==> config.mk <==
export PLATFORM = sky130hd
export DESIGN_NAME = overvoltage_trip_ctrl
export DESIGN_NICKNAME = d
export VERILOG_FILES = /design/src/rtl/overvoltage_pkg.sv /design/src/rtl/ov_debounce.sv /design/src/rtl/overvoltage_trip_ctrl.sv
export SDC_FILE = /design/constraint.sdc
export NUM_CORES = 1
export LEC_CHECK = 0
export CAP_MARGIN = 20
export CORE_MARGIN = 2
export CORE_UTILIZATION = 51
export CTS_BUF_LIST = sky130_fd_sc_hd__clkbuf_4 sky130_fd_sc_hd__clkbuf_8 sky130_fd_sc_hd__clkbuf_16
export CTS_CLUSTER_SIZE = 8
export DETAILED_ROUTE_END_ITERATION = 10
export GPL_TIMING_DRIVEN = 0
export PLACE_DENSITY = 0.85
export SETUP_SLACK_MARGIN = 0.15
export SYNTH_ARGS = -nofsm -noshare
export SYNTH_HDL_FRONTEND = slang
export SYNTH_HIERARCHICAL = 1
export SYNTH_SLANG_ARGS = --single-unit
export TNS_END_PERCENT = 20
==> constraint.sdc <==
create_clock -name clk -period 2.9 [get_ports clk]
set_input_delay 0.58 -clock clk [delete_from_list [all_inputs] [get_ports clk]]
set_output_delay 0.58 -clock clk [all_outputs]
set_load 0.01 [all_outputs]
==> src/rtl/overvoltage_pkg.sv <==
`default_nettype none
// ============================================================================
// overvoltage_pkg - FSM state type, default parameters and tap decode helpers.
// Revision 1.0
// ============================================================================
package overvoltage_pkg;

  localparam int SEL_W_DEF     = 4;
  localparam int BBM_CYC_DEF   = 2;
  localparam int BLANK_CYC_DEF = 8;
  localparam int DEB_CYC_DEF   = 4;
  localparam int SEL_W_MAX     = 8;

  typedef enum logic [1:0] {
    OFF    = 2'd0,
    BBM    = 2'd1,
    SETTLE = 2'd2,
    ACTIVE = 2'd3
  } ov_state_t;

  // Decodes at the widest supported code width; callers truncate to their own width.
  function automatic logic [2**SEL_W_MAX-1:0] onehot_decode(input logic [SEL_W_MAX-1:0] code);
    logic [2**SEL_W_MAX-1:0] vec;
    vec       = '0;
    vec[code] = 1'b1;
    return vec;
  endfunction

  function automatic int cnt_width(input int max_count);
    return (max_count > 0) ? $clog2(max_count + 1) : 1;
  endfunction

endpackage
`default_nettype wire

==> src/rtl/ov_debounce.sv <==
`default_nettype none
// ============================================================================
// ov_debounce - 2-flop synchroniser plus agreement counter for the comparator.
// Revision 1.0
// ============================================================================
module ov_debounce
  import overvoltage_pkg::*;
#(
  parameter int DEB_CYC = DEB_CYC_DEF
) (
  input  logic clk,
  input  logic rst,
  input  logic en,
  input  logic clr,
  input  logic din,
  output logic dout,
  output logic rise
);

  localparam int                DEB_W    = cnt_width(DEB_CYC - 1);
  localparam logic [DEB_W-1:0]  DEB_LAST = DEB_W'(DEB_CYC - 1);

  logic             sync1;
  logic             sync2;
  logic [DEB_W-1:0] dcnt;
  logic             disagree;
  logic             at_last;

  assign disagree = (sync2 != dout);
  assign at_last  = (dcnt >= DEB_LAST);
  // Flagged one cycle early so the parent can register its sticky flag on the same edge.
  assign rise     = en && !clr && disagree && at_last && !dout;

  always_ff @(posedge clk or posedge rst) begin
    if (rst) begin
      sync1 <= 1'b0;
      sync2 <= 1'b0;
      dcnt  <= '0;
      dout  <= 1'b0;
    end else if (clr) begin
      sync1 <= 1'b0;
      sync2 <= 1'b0;
      dcnt  <= '0;
      dout  <= 1'b0;
    end else if (en) begin
      sync1 <= din;
      sync2 <= sync1;
      if (!disagree) begin
        dcnt <= '0;
      end else if (at_last) begin
        dout <= ~dout;
        dcnt <= '0;
      end else begin
        dcnt <= dcnt + DEB_W'(1);
      end
    end
  end

endmodule
`default_nettype wire

==> src/rtl/overvoltage_trip_ctrl.sv <==
`default_nettype none
// ============================================================================
// overvoltage_trip_ctrl - trip code to ladder tap decode with break-before-make,
// comparator blanking, debounce and sticky overvoltage flag.  Revision 1.0
// ============================================================================
module overvoltage_trip_ctrl
  import overvoltage_pkg::*;
#(
  parameter int SEL_W     = SEL_W_DEF,
  parameter int BBM_CYC   = BBM_CYC_DEF,
  parameter int BLANK_CYC = BLANK_CYC_DEF,
  parameter int DEB_CYC   = DEB_CYC_DEF
) (
  input  logic                clk,
  input  logic                rst,
  input  logic                ena,
  input  logic [SEL_W-1:0]    otrip,
  input  logic                vin_cmp,
  input  logic                flag_clr,
  output logic [2**SEL_W-1:0] otrip_decoded,
  output logic                ovout,
  output logic                ov_flag,
  output logic                busy
);

  localparam int               DEC_W      = 2**SEL_W;
  localparam int               CNT_MAX    = ((BBM_CYC > BLANK_CYC) ? BBM_CYC : BLANK_CYC) - 1;
  localparam int               CNT_W      = cnt_width(CNT_MAX);
  localparam logic [CNT_W-1:0] BBM_LAST   = CNT_W'(BBM_CYC - 1);
  localparam logic [CNT_W-1:0] BLANK_LAST = CNT_W'(BLANK_CYC - 1);

  ov_state_t        state;
  logic [SEL_W-1:0] code_q;
  logic [CNT_W-1:0] cnt;
  logic             code_chg;
  logic             run;
  logic             rise;

  assign code_chg = (otrip != code_q);
  // Debounce only runs while ACTIVE is held; any exit clears ovout on the same edge.
  assign run      = (state == ACTIVE) && ena && !code_chg;

  always_ff @(posedge clk or posedge rst) begin
    if (rst) begin
      state         <= OFF;
      code_q        <= '0;
      cnt           <= '0;
      otrip_decoded <= '0;
      busy          <= 1'b0;
      ov_flag       <= 1'b0;
    end else begin
      if (rise) begin
        ov_flag <= 1'b1;
      end else if (flag_clr) begin
        ov_flag <= 1'b0;
      end

      if (!ena) begin
        state         <= OFF;
        cnt           <= '0;
        otrip_decoded <= '0;
        busy          <= 1'b0;
      end else begin
        case (state)
          OFF: begin
            state         <= BBM;
            code_q        <= otrip;
            cnt           <= '0;
            otrip_decoded <= '0;
            busy          <= 1'b1;
          end
          BBM: begin
            if (code_chg) begin
              code_q <= otrip;
              cnt    <= '0;
            end else if (cnt >= BBM_LAST) begin
              state         <= SETTLE;
              cnt           <= '0;
              otrip_decoded <= DEC_W'(onehot_decode(SEL_W_MAX'(code_q)));
            end else begin
              cnt <= cnt + CNT_W'(1);
            end
          end
          SETTLE, ACTIVE: begin
            if (code_chg) begin
              state         <= BBM;
              code_q        <= otrip;
              cnt           <= '0;
              otrip_decoded <= '0;
              busy          <= 1'b1;
            end else if (state == SETTLE) begin
              if (cnt >= BLANK_LAST) begin
                state <= ACTIVE;
                cnt   <= '0;
                busy  <= 1'b0;
              end else begin
                cnt <= cnt + CNT_W'(1);
              end
            end
          end
          default: begin
            state <= OFF;
          end
        endcase
      end
    end
  end

  ov_debounce #(
    .DEB_CYC (DEB_CYC)
  ) u_debounce (
    .clk  (clk),
    .rst  (rst),
    .en   (run),
    .clr  (!run),
    .din  (vin_cmp),
    .dout (ovout),
    .rise (rise)
  );

endmodule
`default_nettype wire

==> impl_metrics.env, run 1 <==
export IMPL_status="finished clean"
export IMPL_synth_edf_count=0
export IMPL_drtAntennaViolNets=0
export IMPL_grt_max_degree=28
export IMPL_yosys_register_bits=32
export IMPL_final_cell_mix="dfrtp_1, clkdlybuf4s50_1, inv_1"
export IMPL_comb_power_share_pct=10.8
export IMPL_syn_area_per_cell_um2=11.48
export IMPL_post_route_util_pct=67.97
export IMPL_die_area_mm2=0.003399
export IMPL_path_clk_slew_ns=0.09
export IMPL_fin_area_mm2=0.001891
export IMPL_hpwl_um=2315
export IMPL_synth_nets=144
export IMPL_wirelength_um=3048
export IMPL_fin_skew_ns=0.003538
export IMPL_initial_core_util_pct=54.07
export IMPL_mostFrequentLayoutCell="dfrtp_1"
export IMPL_vias=1145
export IMPL_async_flop_share_pct=100.0
export IMPL_cp_max_fo=9
export IMPL_hold_viol_final=0
export IMPL_core_area_mm2=0.002781
export IMPL_maxSlewViolCount=0
export IMPL_synthMuxAreaShare_pct=3.577
export IMPL_ctsHoldBuffers=0
export IMPL_drive_gt1_share_pct=12.05
export IMPL_synthAdderAreaFrac_pct=3.328
export IMPL_worstSetupPathType="in2reg"
export IMPL_post_cts_buffers=0
export IMPL_synth_compound_area_share_pct=16.81
export IMPL_grt_pass1_wl_um=5175
export IMPL_max_freq_ghz=0.3745
export IMPL_slew_headroom_pct=59.22
export IMPL_power_mw=0.7850
export IMPL_synth_area_leaders="dfrtp_1, a22o_1, ha_1"
export IMPL_clockRootBuffer="clkbuf_4"
export IMPL_synth_seq_area_share_pct=53.24
export IMPL_cp_required_ns=3.12
export IMPL_seq_power_share_pct=59.1
export IMPL_cts_tree="built"
export IMPL_cp_num_buf_inv=2
export IMPL_detail_route_iter0_violations=27
export IMPL_cp_slowest_cell="or4b_1"
export IMPL_pin_count=28
export IMPL_maxCapViolCount=0
export IMPL_p_switching_mw=0.1959
export IMPL_yosys_area_share_xor_xnor_pct=2.912
export IMPL_yosysUniqueCellTypes=39
export IMPL_antenna_found_initial=0
export IMPL_cts_buffers=5
export IMPL_swShare_pct=24.95
export IMPL_antenna_cells=0
export IMPL_fin_cells=197
export IMPL_fin_crit_ns=2.670
export IMPL_synthFlopType="dfrtp_1"
export IMPL_synth_top_cell_area_share_pct=53.24
export IMPL_peakVddDrop_v=0.0003429
export IMPL_grt_use_total_pct=20.50
export IMPL_clkSinkCount=32
export IMPL_start_kind="input pin"
export IMPL_period_share_pct=92.08
export IMPL_hold_class="reg2reg"
export IMPL_yosys_area_share_simple_pct=15.14
export IMPL_end_kind="flop"
export IMPL_area_growth_pct=25.71
export IMPL_placed_cells=189
export IMPL_worstPathCellList="clkdlybuf4s50_1 -> xor2_1 -> nor4_4 -> and4_2 -> inv_1 -> or4b_1 -> o32ai_1"
export IMPL_critPathArrivalTime_ns=2.89
export IMPL_cp_top_family="simple AND/OR/NAND/NOR gates"
export IMPL_dpl_cell_area_mm2=0.001813
export IMPL_port_buffers=27
export IMPL_fp_dieW_um=58.31
export IMPL_synth_top_family_by_area="compound AO/OA/AOI/OAI gates"
export IMPL_cp_slowest_stage_delay_ns=0.56
export IMPL_firstDrtPassIters=4
export IMPL_insertion_delay_ns=0.33
export IMPL_p_leak_nw=0.8505
export IMPL_layout_nets=179
export IMPL_syn_area_mm2=0.001504
export IMPL_cts_resized_gates=0
export IMPL_post_drt_via_cell_ratio=5.812
export IMPL_powerDensity_mw_per_mm2=415.2
export IMPL_ys_warn_count=6
export IMPL_htreeDepth=2
export IMPL_yosysTopAreaCell="dfrtp_1"
export IMPL_syn_inst=131
export IMPL_tightest_slew_ns=0.6032
export IMPL_hold_slack_ns=0.4824
export IMPL_setup_viol=0
export IMPL_rsz0062_at_grt="false"
export IMPL_cts_max_path_buffers=2
export IMPL_die_h_um=58.31
export IMPL_routabilityCongestion=0.7456
export IMPL_drc=0
export IMPL_core_rowCount=19
export IMPL_p_int_mw=0.5891
export IMPL_first_global_vias=1143
export IMPL_wl_per_cell_um=15.47
export IMPL_clkPwrFrac_pct=30.2
export IMPL_overflow=0
[kinds of logic after synthesis]
kind of cell               Yosys count
and+or+nand+nor                     38
AOI/OAI and AO/OA                   32
DFF                                 32
buffers and inverters               15
xor gates and xnor gates             5
muxes                                5
adders and majority gates            4
[worst register-to-register path: cells and delay by family (launching register included)]
family	cells	cell delay (ns)
and+or+nand+nor	3	1.38
xor gates and xnor gates	1	0.18
buffers and inverters	2	0.29
AOI/OAI and AO/OA	1	0.15
DFF	1	0.39
[power groups by stage]
stage	logic, mW	registers [mW]	clock network (mW)
2_1_floorplan	0.0538	0.470	0
3_3_place_gp	0.0769	0.472	0
3_5_place_dp	0.0802	0.472	0
4_1_cts	0.0807	0.463	0.245
5_1_grt	0.0940	0.465	0.263
6_report	0.0846	0.464	0.237
[state kept, by name, summed over array words and instances (netlist names)]
name	count
busy	1
u_debounce/dout	1
u_debounce/sync1	1
u_debounce/sync2	1
code_q	4
state	2
cnt	3
ov_flag	1
u_debounce/dcnt	2
otrip_decoded	16
[area by class of cell]
type                    count  area, um2
plain buffers               4      33.78
clock buffers               6      45.04
clock inverters             1      5.005
fillers                   212      890.9
inverters                  11      41.29
multi-input cells          84      628.1
flip-flops and latches     32      800.8
well taps                  31      38.79
repair buffers             28      297.8
[cell usage after synthesis (2+ instances only)]
cell       instances
a31oi_1            2
a21oi_1            2
xor2_1             4
mux2i_1            2
nor2b_1            3
a32o_1             2
a21o_1             2
mux2_2             3
o2bb2ai_1          5
inv_1             11
dfrtp_1           32
nor2_1             9
nand2_1           10
a22o_1            10
buf_6              2
nand3_1            2
ha_1               4
o21ai_0            4
nand3b_1           2
[worst paths after layout]
path / start / slack, ns / cells past startpoint / to
hold / removal: ov_flag / 0.48 / 1 / ov_flag
max in group asynchronous: rst / 2.01 / 3 / ov_flag
min in group asynchronous: rst / 0.49 / 2 / u_debounce/dout
setup reg to reg: code_q[0] / 0.42 / 7 / u_debounce/dcnt[0]
setup / recovery: otrip[1] / 0.23 / 7 / u_debounce/dcnt[0]
hold reg to reg: ov_flag / 0.48 / 1 / ov_flag
[routing by layer]
layer	global-route usage [%]	up-vias	wire length, um
met2	36.12	41	1565
met5	0	-	0
met3	3.956	5	162
met4	8.970	0	55
li1	-	542	-
met1	24.26	557	1264
[stage by stage]
step / TNS, ns / worst slack, ns
after CTS: 0 / 0.2349
after global routing: 0 / 0.1502
after floorplan: 0 / 0.6278
after global placement: 0 / 0.02949
final: 0 / 0.2297
after detailed placement: -0.1007 / -0.1007
No activity file was read; power rests on OpenSTA's default activity.
==> inputs of run 2 (changes only) <==
==> constraint.sdc (replaced) <==
create_clock -name clk -period 2.7 [get_ports clk]
set_input_delay 0.54 -clock clk [delete_from_list [all_inputs] [get_ports clk]]
set_output_delay 0.54 -clock clk [all_outputs]
set_load 0.01 [all_outputs]
==> run 2 against run 1 <==
Net effect:
- sequential cell count unchanged
- first-iteration DRC count down 7.4%
- design area up 0.40%
- critical path type unchanged
- largest cell class unchanged
- highest routed layer unchanged
==> impl_metrics.env, run 2 (synthesized netlist as in run 1, its figures left out) <==
export IMPL_status="finished clean"
export IMPL_dpl_cell_area_mm2=0.001813
export IMPL_grt_use_total_pct=20.78
export IMPL_power_mw=0.8470
export IMPL_hold_slack_ns=0.4486
export IMPL_placed_cells=189
export IMPL_core_area_mm2=0.002781
export IMPL_post_drt_via_cell_ratio=5.732
export IMPL_grt_max_degree=28
export IMPL_drc=0
export IMPL_wirelength_um=3090
export IMPL_peakVddDrop_v=0.0003684
export IMPL_clockRootBuffer="clkbuf_4"
export IMPL_fin_skew_ns=0.005284
export IMPL_reg_largest_list="otrip_decoded (16), code_q (4), cnt (3)"
export IMPL_fin_area_mm2=0.001898
export IMPL_r2r_cells=6
export IMPL_top_register="otrip_decoded"
export IMPL_busiest_layer="met2"
export IMPL_tightest_slew_ns=0.5792
export IMPL_mostFrequentLayoutCell="dfrtp_1"
export IMPL_start_kind="input pin"
export IMPL_p_leak_nw=0.8558
export IMPL_area_growth_pct=26.21
export IMPL_vias=1135
export IMPL_largest_reg_flops=16
export IMPL_core_rowCount=19
export IMPL_insertion_delay_ns=0.33
export IMPL_fp_dieW_um=58.31
export IMPL_drtAntennaViolNets=0
export IMPL_maxSlewViolCount=0
export IMPL_worst_slack_ns=0.2479
export IMPL_fin_crit_ns=2.452
export IMPL_met2_usage_pct=36.60
export IMPL_antenna_cells=0
export IMPL_die_h_um=58.31
export IMPL_first_global_vias=1155
export IMPL_wl_per_cell_um=15.61
export IMPL_final_cell_mix="dfrtp_1, clkdlybuf4s50_1, inv_1"
export IMPL_drive_gt1_share_pct=12.57
export IMPL_path_clk_slew_ns=0.09
export IMPL_die_area_mm2=0.003399
export IMPL_max_freq_ghz=0.4078
export IMPL_htreeDepth=2
export IMPL_critPathArrivalTime_ns=2.67
export IMPL_worstSetupPathType="in2reg"
export IMPL_firstDrtPassIters=4
export IMPL_setup_viol=0
export IMPL_antenna_found_initial=0
export IMPL_dp_slack_ns=-0.2607
export IMPL_hold_viol_final=0
export IMPL_overflow=0
export IMPL_hold_class="in2async"
export IMPL_powerDensity_mw_per_mm2=446.2
export IMPL_ctsHoldBuffers=0
export IMPL_slew_headroom_pct=60.84
export IMPL_post_route_util_pct=68.24
export IMPL_clkSinkCount=32
export IMPL_end_kind="flop"
export IMPL_cp_max_fo=9
export IMPL_grt_pass1_wl_um=5244
export IMPL_cts_tree="built"
export IMPL_layout_nets=180
export IMPL_cts_max_path_buffers=2
export IMPL_routabilityCongestion=0.7456
export IMPL_fin_cells=198
export IMPL_initial_core_util_pct=54.07
export IMPL_maxCapViolCount=0
export IMPL_cts_buffers=5
export IMPL_port_buffers=27
export IMPL_hpwl_um=2315
export IMPL_rsz0062_at_grt="false"
export IMPL_fin_tns_setup_ns=0
export IMPL_pin_count=28
export IMPL_met1_usage_pct=24.71
export IMPL_period_share_pct=90.82
export IMPL_cp_required_ns=2.92
export IMPL_grtUsageMet3_pct=3.956
export IMPL_detail_route_iter0_violations=25
-- run 2: final cells by class --
type	count	area, um2
fill	212	883.3
sequential	32	800.8
multi-input combinational	84	628.1
timing repair buffer	29	305.3
clock buffer	6	45.04
inverter	11	41.29
tap	31	38.79
buffer	4	33.78
clock inverter	1	5.005
-- run 2: metal layers --
metal	vias to the layer above	wire (um)
met3	5	131
met4	0	56
met2	31	1599
met5	-	0
li1	544	-
met1	555	1303
-- run 2: path summary, 6_finish.rpt --
| check | from | to | slack (ns) |
|---|---|---|---|
| max reg2reg | code_q[2] | u_debounce/dcnt[0] | 0.41 |
| max in group asynchronous | rst | ov_flag | 1.85 |
| max | otrip[2] | u_debounce/dcnt[0] | 0.25 |
| min | rst | u_debounce/dout | 0.45 |
| min reg2reg | ov_flag | ov_flag | 0.48 |
| min in group clk | ov_flag | ov_flag | 0.48 |
-- run 2: critical path, stage by stage --
cell	delay [ns]
clkdlybuf4s50_1	0.44
xor2_1	0.19
nor4_4	0.33
and4_2	0.32
inv_1	0.15
or4b_1	0.56
o32ai_1	0.15
-- run 2: power breakdown --
part	leakage (nW)	switching, mW	internal, mW
Sequential	0.435	0.0110	0.487
Combinational	0.390	0.0516	0.0416
Clock	0.0315	0.150	0.106
-- run 2: repair_timing --
item / CTS / global route
gates resized for setup: 0 / 0
setup endpoints to repair: 1 / 0
buffers inserted: 1 / 0
